<file path="config.mk">
export PLATFORM = sky130hd
export DESIGN_NAME = muldiv_ctrl_flat
export DESIGN_NICKNAME = d
export VERILOG_FILES = /design/src/rtl/muldiv_if.sv /design/src/rtl/muldiv_ctrl.sv /design/src/flat_wrapper.sv
export SDC_FILE = /design/constraint.sdc
export NUM_CORES = 1
export LEC_CHECK = 0
export BUFFER_PORTS_ARGS = -buffer_cell sky130_fd_sc_hd__buf_2
export CORE_MARGIN = 3
export CORE_UTILIZATION = 50
export CTS_CLUSTER_DIAMETER = 60
export CTS_CLUSTER_SIZE = 8
export DETAILED_ROUTE_END_ITERATION = 16
export PLACE_DENSITY = 0.7
export SYNTH_ARGS = -nofsm -noshare
export SYNTH_HDL_FRONTEND = slang
export SYNTH_SLANG_ARGS = --single-unit
</file>
<file path="constraint.sdc">
create_clock -name clk -period 9.02 [get_ports clk]
set_input_delay 0.451 -clock clk [delete_from_list [all_inputs] [get_ports clk]]
set_output_delay 0.451 -clock clk [all_outputs]
set_load 0.03 [all_outputs]
</file>
<file path="src/rtl/muldiv_if.sv">
// muldiv_if: start/busy/done handshake, operand bus, MTHI/MTLO write port and HI/LO read-out for muldiv_ctrl
//   master: drives start, op, a, b, hi_we, lo_we, wdata; observes busy, done, hi, lo
//   slave : the sequencer side (muldiv_ctrl)
interface muldiv_if #(parameter int WIDTH = 32);
    logic             start;
    logic [1:0]       op;
    logic [WIDTH-1:0] a;
    logic [WIDTH-1:0] b;
    logic             hi_we;
    logic             lo_we;
    logic [WIDTH-1:0] wdata;
    logic             busy;
    logic             done;
    logic [WIDTH-1:0] hi;
    logic [WIDTH-1:0] lo;
    modport master (output start, op, a, b, hi_we, lo_we, wdata, input busy, done, hi, lo);
    modport slave  (input start, op, a, b, hi_we, lo_we, wdata, output busy, done, hi, lo);
endinterface

</file>
<file path="src/rtl/muldiv_ctrl.sv">
// muldiv_ctrl: iterative MULT/MULTU/DIV/DIVU sequencer owning the HI/LO pair
//   clk    : rising-edge clock
//   rst_n  : asynchronous active-low reset
//   bus_if : muldiv_if.slave -- start/op/a/b request, hi_we/lo_we/wdata MTHI/MTLO port,
//            busy (pipeline stall), done (one-cycle pulse), hi/lo register outputs
//   op     : 00 MULTU, 01 MULT, 10 DIVU, 11 DIV
//   Build option MULDIV_DIV_EN: when defined the restoring divider is compiled in; when
//   undefined, starts with op[1]=1 are ignored and only multiplies run.
module muldiv_ctrl #(
    parameter int WIDTH = 32
) (
    input logic     clk,
    input logic     rst_n,
    muldiv_if.slave bus_if
);
    localparam int CW = $clog2(WIDTH);
    localparam logic [CW-1:0] LAST = CW'(WIDTH - 1);

    typedef enum logic [1:0] {IDLE, RUN, FIX} state_t;

    state_t             state_q, state_d;
    logic [CW-1:0]      cnt_q, cnt_d;
    logic [2*WIDTH-1:0] acc_q, acc_d;
    logic [WIDTH-1:0]   opnd_q, opnd_d;
    logic [WIDTH-1:0]   hi_q, hi_d;
    logic [WIDTH-1:0]   lo_q, lo_d;
    logic               neg_q, neg_d;
    logic               done_q, done_d;

    logic               accept;
    logic               b_zero;
    logic [WIDTH-1:0]   a_mag;
    logic [WIDTH-1:0]   b_mag;
    logic [WIDTH:0]     msum;
    logic [2*WIDTH-1:0] mul_step;
    logic [2*WIDTH-1:0] prod;

    // Signed ops use two's-complement magnitudes; the most-negative value maps to itself,
    // which is still the correct unsigned magnitude.
    assign a_mag  = (bus_if.op[0] && bus_if.a[WIDTH-1]) ? -bus_if.a : bus_if.a;
    assign b_mag  = (bus_if.op[0] && bus_if.b[WIDTH-1]) ? -bus_if.b : bus_if.b;
    assign b_zero = bus_if.b == '0;

    // Shift-add: multiplier sits in the low half of acc and is consumed LSB first.
    assign msum     = {1'b0, acc_q[2*WIDTH-1:WIDTH]} + (acc_q[0] ? {1'b0, opnd_q} : '0);
    assign mul_step = {msum, acc_q[WIDTH-1:1]};
    assign prod     = neg_q ? -acc_q : acc_q;

`ifdef MULDIV_DIV_EN
    logic             div_q, div_d;
    logic             rneg_q, rneg_d;
    logic [WIDTH-1:0] rem_q, rem_d;
    logic [WIDTH:0]   shl;
    logic [WIDTH-1:0] diff;
    logic             qbit;

    assign accept = bus_if.start;
    // Restoring step: the dividend shifts out of acc's low half MSB first while quotient
    // bits shift in behind it. A successful subtract always leaves less than the divisor,
    // so WIDTH bits hold the difference.
    assign shl  = {rem_q, acc_q[WIDTH-1]};
    assign qbit = shl >= {1'b0, opnd_q};
    assign diff = WIDTH'(shl - {1'b0, opnd_q});
`else
    assign accept = bus_if.start && !bus_if.op[1];
`endif

    always_ff @(posedge clk or negedge rst_n) begin
        if (!rst_n) begin
            state_q <= IDLE;
            cnt_q   <= '0;
            acc_q   <= '0;
            opnd_q  <= '0;
            hi_q    <= '0;
            lo_q    <= '0;
            neg_q   <= 1'b0;
            done_q  <= 1'b0;
`ifdef MULDIV_DIV_EN
            div_q   <= 1'b0;
            rneg_q  <= 1'b0;
            rem_q   <= '0;
`endif
        end else begin
            state_q <= state_d;
            cnt_q   <= cnt_d;
            acc_q   <= acc_d;
            opnd_q  <= opnd_d;
            hi_q    <= hi_d;
            lo_q    <= lo_d;
            neg_q   <= neg_d;
            done_q  <= done_d;
`ifdef MULDIV_DIV_EN
            div_q   <= div_d;
            rneg_q  <= rneg_d;
            rem_q   <= rem_d;
`endif
        end
    end

    always_comb begin
        state_d = state_q;
        cnt_d   = cnt_q;
        acc_d   = acc_q;
        opnd_d  = opnd_q;
        hi_d    = hi_q;
        lo_d    = lo_q;
        neg_d   = neg_q;
        done_d  = 1'b0;
`ifdef MULDIV_DIV_EN
        div_d   = div_q;
        rneg_d  = rneg_q;
        rem_d   = rem_q;
`endif
        unique case (state_q)
            IDLE: begin
                if (!bus_if.start) begin
                    if (bus_if.hi_we) hi_d = bus_if.wdata;
                    if (bus_if.lo_we) lo_d = bus_if.wdata;
                end
                if (accept) begin
                    state_d = RUN;
                    cnt_d   = '0;
                    // Divide by zero keeps the all-ones quotient unsigned.
                    neg_d   = bus_if.op[0] && (bus_if.a[WIDTH-1] ^ bus_if.b[WIDTH-1])
                              && !(bus_if.op[1] && b_zero);
                    opnd_d  = bus_if.op[1] ? b_mag : a_mag;
                    acc_d   = {{WIDTH{1'b0}}, bus_if.op[1] ? a_mag : b_mag};
`ifdef MULDIV_DIV_EN
                    div_d   = bus_if.op[1];
                    // Remainder follows the dividend sign; with b=0 this restores the original a.
                    rneg_d  = bus_if.op == 2'b11 && bus_if.a[WIDTH-1];
                    rem_d   = '0;
`endif
                end
            end
            RUN: begin
                cnt_d   = cnt_q + 1'b1;
                state_d = cnt_q == LAST ? FIX : RUN;
`ifdef MULDIV_DIV_EN
                if (div_q) begin
                    rem_d              = qbit ? diff : shl[WIDTH-1:0];
                    acc_d[WIDTH-1:0]   = {acc_q[WIDTH-2:0], qbit};
                end else begin
                    acc_d = mul_step;
                end
`else
                acc_d = mul_step;
`endif
            end
            FIX: begin
                state_d = IDLE;
                done_d  = 1'b1;
`ifdef MULDIV_DIV_EN
                hi_d = div_q ? (rneg_q ? -rem_q : rem_q) : prod[2*WIDTH-1:WIDTH];
                lo_d = div_q ? (neg_q ? -acc_q[WIDTH-1:0] : acc_q[WIDTH-1:0]) : prod[WIDTH-1:0];
`else
                hi_d = prod[2*WIDTH-1:WIDTH];
                lo_d = prod[WIDTH-1:0];
`endif
            end
            default: state_d = IDLE;
        endcase
    end

    assign bus_if.busy = state_q != IDLE;
    assign bus_if.done = done_q;
    assign bus_if.hi   = hi_q;
    assign bus_if.lo   = lo_q;
endmodule
</file>
<file path="src/flat_wrapper.sv">
// flat-port wrapper written by rule: the top's interface ports become plain ports
module muldiv_ctrl_flat 
#(
    parameter int WIDTH = 32
)
  (clk, rst_n, bus_if_start, bus_if_op, bus_if_a, bus_if_b, bus_if_hi_we, bus_if_lo_we, bus_if_wdata, bus_if_busy, bus_if_done, bus_if_hi, bus_if_lo);
  muldiv_if #(.WIDTH(WIDTH)) bus_if_i ();
  input logic clk;
  input logic rst_n;
  input wire logic [$bits(bus_if_i.start)-1:0] bus_if_start;
  input wire logic [$bits(bus_if_i.op)-1:0] bus_if_op;
  input wire logic [$bits(bus_if_i.a)-1:0] bus_if_a;
  input wire logic [$bits(bus_if_i.b)-1:0] bus_if_b;
  input wire logic [$bits(bus_if_i.hi_we)-1:0] bus_if_hi_we;
  input wire logic [$bits(bus_if_i.lo_we)-1:0] bus_if_lo_we;
  input wire logic [$bits(bus_if_i.wdata)-1:0] bus_if_wdata;
  output wire logic [$bits(bus_if_i.busy)-1:0] bus_if_busy;
  output wire logic [$bits(bus_if_i.done)-1:0] bus_if_done;
  output wire logic [$bits(bus_if_i.hi)-1:0] bus_if_hi;
  output wire logic [$bits(bus_if_i.lo)-1:0] bus_if_lo;
  assign bus_if_i.start = bus_if_start;
  assign bus_if_i.op = bus_if_op;
  assign bus_if_i.a = bus_if_a;
  assign bus_if_i.b = bus_if_b;
  assign bus_if_i.hi_we = bus_if_hi_we;
  assign bus_if_i.lo_we = bus_if_lo_we;
  assign bus_if_i.wdata = bus_if_wdata;
  assign bus_if_busy = bus_if_i.busy;
  assign bus_if_done = bus_if_i.done;
  assign bus_if_hi = bus_if_i.hi;
  assign bus_if_lo = bus_if_i.lo;
  muldiv_ctrl #(.WIDTH(WIDTH)) u_core (.clk(clk), .rst_n(rst_n), .bus_if(bus_if_i));
endmodule
</file>
-- Yosys cells after proc, flatten, opt, wreduce, memory -nomap -nowiden
Index checks and enable logic that the tools add are counted.
- register bits after elaboration: 169
- add/subtract/negate cells: 5
- equality and inequality tests: 7
- mux-type cells: 20
- bitwise logic cells: 1
- reductions and logical operators: 17
- operators with widths (kind ; count):
    2-to-1 mux 32 bit ; 9
    2-to-1 mux 64 bit ; 2
    case mux 32 bit (2 select lines) ; 2
    case mux 64 bit (2 select lines) ; 1
    negator 32 bit ; 2
    negator 64 bit ; 1
    adder 32 x 33 -> 33 bit ; 1
    zero test 32 bit ; 1
    case mux 5 bit (2 select lines) ; 1
    logical AND 1 bit ; 6
    != test 2 bit, second input constant ; 3
    AND reduction 3 bit ; 2
    nonzero test 2 bit ; 3
    adder 5 x 1 -> 5 bit, second input constant ; 1
    equality test 5 bit, second input constant ; 1
    2-to-1 mux 5 bit ; 1
    2-to-1 mux 2 bit ; 2
    case mux 2 bit (2 select lines) ; 1
    AND reduction 2 bit ; 2
    equality test 2 x 1 -> 1 bit, second input constant ; 1
    equality test 2 bit, second input constant ; 1
    zero test 1 bit ; 2
    zero test 2 bit ; 1
    != test 2 x 1 -> 1 bit, second input constant ; 1
    other kinds (2) ; 2

-- Logic depth before layout (Yosys ltp)
- word-level depth: 5
- gate-level depth with buffers: 14

-- Least setup slack after synthesis
OpenSTA, ideal clock, no wires.
- path type: register to register
- start point: register u_core.acc_q[0]
- end point: register u_core.acc_q[61]
- data arrival time: 3.179 ns
- path slack: 5.720 ns
- stages on the path, launching flop included: 15
- period minus slack after synthesis: 3.300 ns
- cells stage by stage: dfrtp_1 > clkbuf_1 > clkbuf_1 > and2_1 > ha_1 > inv_1 > fa_1 > nor2b_1 > o2111ai_1 > a2111oi_0 > nor4_1 > a21oi_1 > o311a_1 > or3_1 > a32o_1
- cells in the longest elaborated chain, start to end: 3
- ends and longest elaborated chain (what ; RTL line ; text):
    start: declaration ; muldiv_ctrl.sv:23 ; logic [2*WIDTH-1:0] acc_q, acc_d;
    start signal: assignment ; muldiv_ctrl.sv:72 ; acc_q <= '0;
    start signal: assignment ; muldiv_ctrl.sv:86 ; acc_q <= acc_d;
    2-to-1 mux 32 bit ; muldiv_ctrl.sv:45 ; assign msum = {1'b0, acc_q[2*WIDTH-1:WIDTH]} + (acc_q[0] ? {1'b0, opnd_q} : '0);
    adder 32 x 33 -> 33 bit ; muldiv_ctrl.sv:45 ;
    case mux 64 bit (2 select lines) ; muldiv_ctrl.sv:114 ; unique case (state_q)
Every way passes these cells.
A chain may end at the register's enable or synchronous reset.

-- Worst setup path in the final report
Ends and elaborated chain as after synthesis.

==> summary.txt <==
Yosys
  • Yosys warns: 0
  • Mapped Avg Cell Area: 8.55 um2
  • Post-synthesis adder-cell area fraction: 4.29%
  • Simple-Gate Fraction of Synth Area: 18.7%
  • Seq cells post-synth: 169
  • Synth Instances: 1317
  • Largest family of logic cells by synthesized area: compound AO/OA/AOI/OAI gates
  • Synth async-reset ratio: 100%
  • Post-Syn Nets: 1458
  • Compound-cell area share of the yosys netlist: 24.1%
  • Synth cell types: 72
  • Synth Cell Area: 11300 um2
  • Cell accounting for the most synthesized area: dfrtp_1
  • Seq/Total Area, Yosys: 37.6%
  • Top cells by area in the synthesized netlist: dfrtp_1, o21ai_0, xor2_1
  • Post-synthesis mux area share: 1.58%
  • Post-synthesis xor/xnor area fraction: 10.3%
  • Post-synth EDFFs: 0
  • Main synth FF type: dfrtp_1
  • Share of the synthesized area in the top cell type: 37.6%

GRT
  • First-pass GRT wire length: 53300 um
  • Largest net degree at the start of global routing: 117
  • Global Route Usage Sum: 27.3%
  • Grt total ovfl: 0
  • Initial antenna violation count: 1
  • Vias in the first global route: 9927

Placed design
  • Routability Congestion: 0.891
  • Port buffer count: 168
  • Detail Placement HPWL: 24600 um
  • DP Worst Slack: 5.29 ns

STA
  • Setup tns final: 0 ns
  • Slew Limit Fails: 0
  • Min setup slack post-route: 5.22 ns
  • Worst rel slew slack: 24.4%
  • Skew final: 0.0117 ns
  • Fin crit share: 42.2%
  • Least-Margin Pin Slew: 1.12 ns
  • Final setup fails: 0
  • Final count of hold timing violations: 0
  • Tmin final: 3.80 ns
  • RSZ-0062 raised after global routing: no
  • Max Fclk: 263 MHz

Worst setup path
  • Worst reg2reg path endpoint: u_core.acc_q[61]$_DFFE_PN0P_
  • CP Class: flip-flop to flip-flop
  • R2R depth: 11
  • Critical Path Source Type: flip-flop
  • CP startpoint: u_core.acc_q[0]$_DFFE_PN0P_
  • Reg2Reg Launch Point: u_core.acc_q[0]$_DFFE_PN0P_
  • Crit path DAT: 4.12 ns
  • Worst setup path endpoint: u_core.acc_q[61]$_DFFE_PN0P_
  • CP max FO: 25
  • CP Capture Type: flip-flop
  • Worst R2R Setup Slack: 5.22 ns
  • Worst path required time: 9.34 ns

CTS
  • CTS tree: built
  • CTS Buffer Depth: 2
  • CTS root buf: clkbuf_16
  • Worst skew pair latency: 0.43 ns
  • Hold Buf Count CTS: 0
  • Post-cts resize count: 0
  • H-tree lvl count: 4
  • Post-CTS setup buffers: 0
  • Num CTS Buffers: 17
  • Total clock sinks: 169
  • Clk pin slew, worst setup/hold paths: 0.07 ns

Min path
  • Hold crit path type: input pin to asynchronous set/reset pin

Die
  • I/O Pins: 169
  • Die Area: 24400 um2
  • Core area: 22000 um2
  • Die X: 156 um
  • Die H: 156 um
  • Site Rows: 54
  • Starting Density: 51.3%

Finish
  • # diodes: 0
  • Synthesis-to-layout area growth: 14.2%
  • Area of the multi-input gates: 6670 um2
  • Register area: 4230 um2
  • Final #Nets: 1576
  • Final core utilization: 58.6%
  • Ratio of cells with drive above 1 in the final layout: 16.9%
  • Fill cell count: 2015

Status
  • Outcome: completed

Drt
  • DRT antenna net count: 0
  • Routed length per instance: 19.1 um
  • Drt pass-1 iters: 8
  • Vias per inst: 6.09
  • DR iter-0 viols: 910
  • Remaining DRCs: 0
  • Final WL: 33000 um
  • Routed vias: 10500

Power
  • Worst VDD drop: 0.139 mV
  • Leak Pwr: 0.00556 uW
  • Power per cell area: 353 nW/um2

Run
  • Number of max-cap violations: 0
through the flow:
| stage | cells | instance area [um2] | hold WS (ns) | total power (uW) |
|---|---|---|---|---|
| after floorplan | 1317 | 11300 | 0.155 | 3020 |
| after global placement | 1696 | 12300 | 0.455 | 3710 |
| after detailed placement | 1696 | 12300 | 0.466 | 3760 |
| after CTS | 1728 | 12900 | 0.161 | 4520 |
| after global routing | 1728 | 12900 | 0.166 | 4870 |
| final | 1728 | 12900 | 0.0781 | 4540 |
flip-flops by register name (all words and copies together), names as in the netlist:
| name | cells |
|---|---|
| u_core.bus_if.hi | 32 |
| u_core.cnt_q | 5 |
| u_core.neg_q | 1 |
| u_core.bus_if.done | 1 |
| u_core.opnd_q | 32 |
| u_core.bus_if.lo | 32 |
| u_core.state_q | 2 |
| u_core.acc_q | 64 |
synth_stat cells (all sizes together) (4+ instances only):
master and instances:
dfrtp 169, nor4 17, xnor2 54, o21bai 4, nor3 18, a211oi 8
o31ai 28, a22oi 35, nor2b 11, and3 7, nand3 38, o21ai 178
ha 37, nand4 10, nand3b 4, or2 8, o41ai 19, o21a 7
or4 20, mux2i 11, nand2 147, clkbuf 75, buf 6, and2 37
a31oi 9, o22ai 10, nor2 79, a21o 11, nand2b 12, a21oi 73
or3 10, xor2 79, o221ai 13, mux2 6, inv 19
worst max-delay path, stage by stage (launching register included):
cell     delay, ns
dfrtp_1       0.56
buf_4         0.32
and2_1        0.16
ha_1          0.28
a21oi_1       0.18
o21ai_0       0.13
a22o_1        0.19
nor4_1        0.59
a21oi_1       0.30
o311a_1       0.42
or3_1         0.31
a32o_1        0.25
per-layer routing:
metal  wire [um]  vias to the layer above  GRT usage (%)  share of wire, %
met5          13                        -              0             0.039
met3        2650                       52           6.19               8.0
met4         714                        2           7.91               2.2
met2       14900                      389           42.7                45
met1       14700                     5013           38.2                44
li1            -                     5063              -                 -
cell usage in the layout, fill, tap and decap left out, types with 16 or more instances in the layout:
cell type  netlist  final
xor2_1          79     79
clkbuf_16        0     17
a21oi_1         73     73
a22oi_1         35     35
or4_1           19     19
ha_1            37     37
o21ai_0        177    177
nor4_1          16     16
nand3_1         37     37
o31ai_1         28     28
inv_1           19     19
xnor2_1         54     54
nor3_1          18     18
and2_1          37     37
nor2_1          78     77
o41ai_1         17     17
buf_2            1    167
dfrtp_1        169    168
nand2_1        147    147
cell type report:
type                            count  share of cell area (%)
Clock buffer                       17                    3.31
Clock inverter                     15                    1.39
Inverter                           20                   0.583
Multi-Input combinational cell   1047                    51.8
Sequential cell                   169                    32.9
Tap cell                          280                    2.72
Timing Repair Buffer              180                    7.28
worst min-delay path by stage:
| stage | slack (ns) | end | from |
|---|---|---|---|
| finish | 0.08 | u_core.bus_if.lo[12]$_DFFE_PN0P_ | rst_n |
| global route | 0.17 | u_core.bus_if.lo[12]$_DFFE_PN0P_ | rst_n |
| CTS | 0.16 | u_core.bus_if.lo[14]$_DFFE_PN0P_ | rst_n |
| detailed placement | 0.47 | u_core.bus_if.lo[6]$_DFFE_PN0P_ | u_core.bus_if.lo[6]$_DFFE_PN0P_ |
| global placement | 0.46 | u_core.bus_if.lo[6]$_DFFE_PN0P_ | u_core.bus_if.lo[6]$_DFFE_PN0P_ |
| floorplan | 0.16 | u_core.acc_q[0]$_DFFE_PN0P_ | rst_n |
power breakdown:
group / internal [uW] / switching [uW] / total [uW]
clock: 420 / 343 / 762
combinational: 834 / 1390 / 2230
sequential: 1120 / 430 / 1550
total: 2370 / 2170 / 4540
cell families after synthesis:
group / count (synthesis)
simple gates: 426
buf+inv: 101
fa+ha+maj: 38
mux: 17
compound gates: 433
xor+xnor: 133
flops: 169
Note: power is estimated with default switching activity, not from simulation.
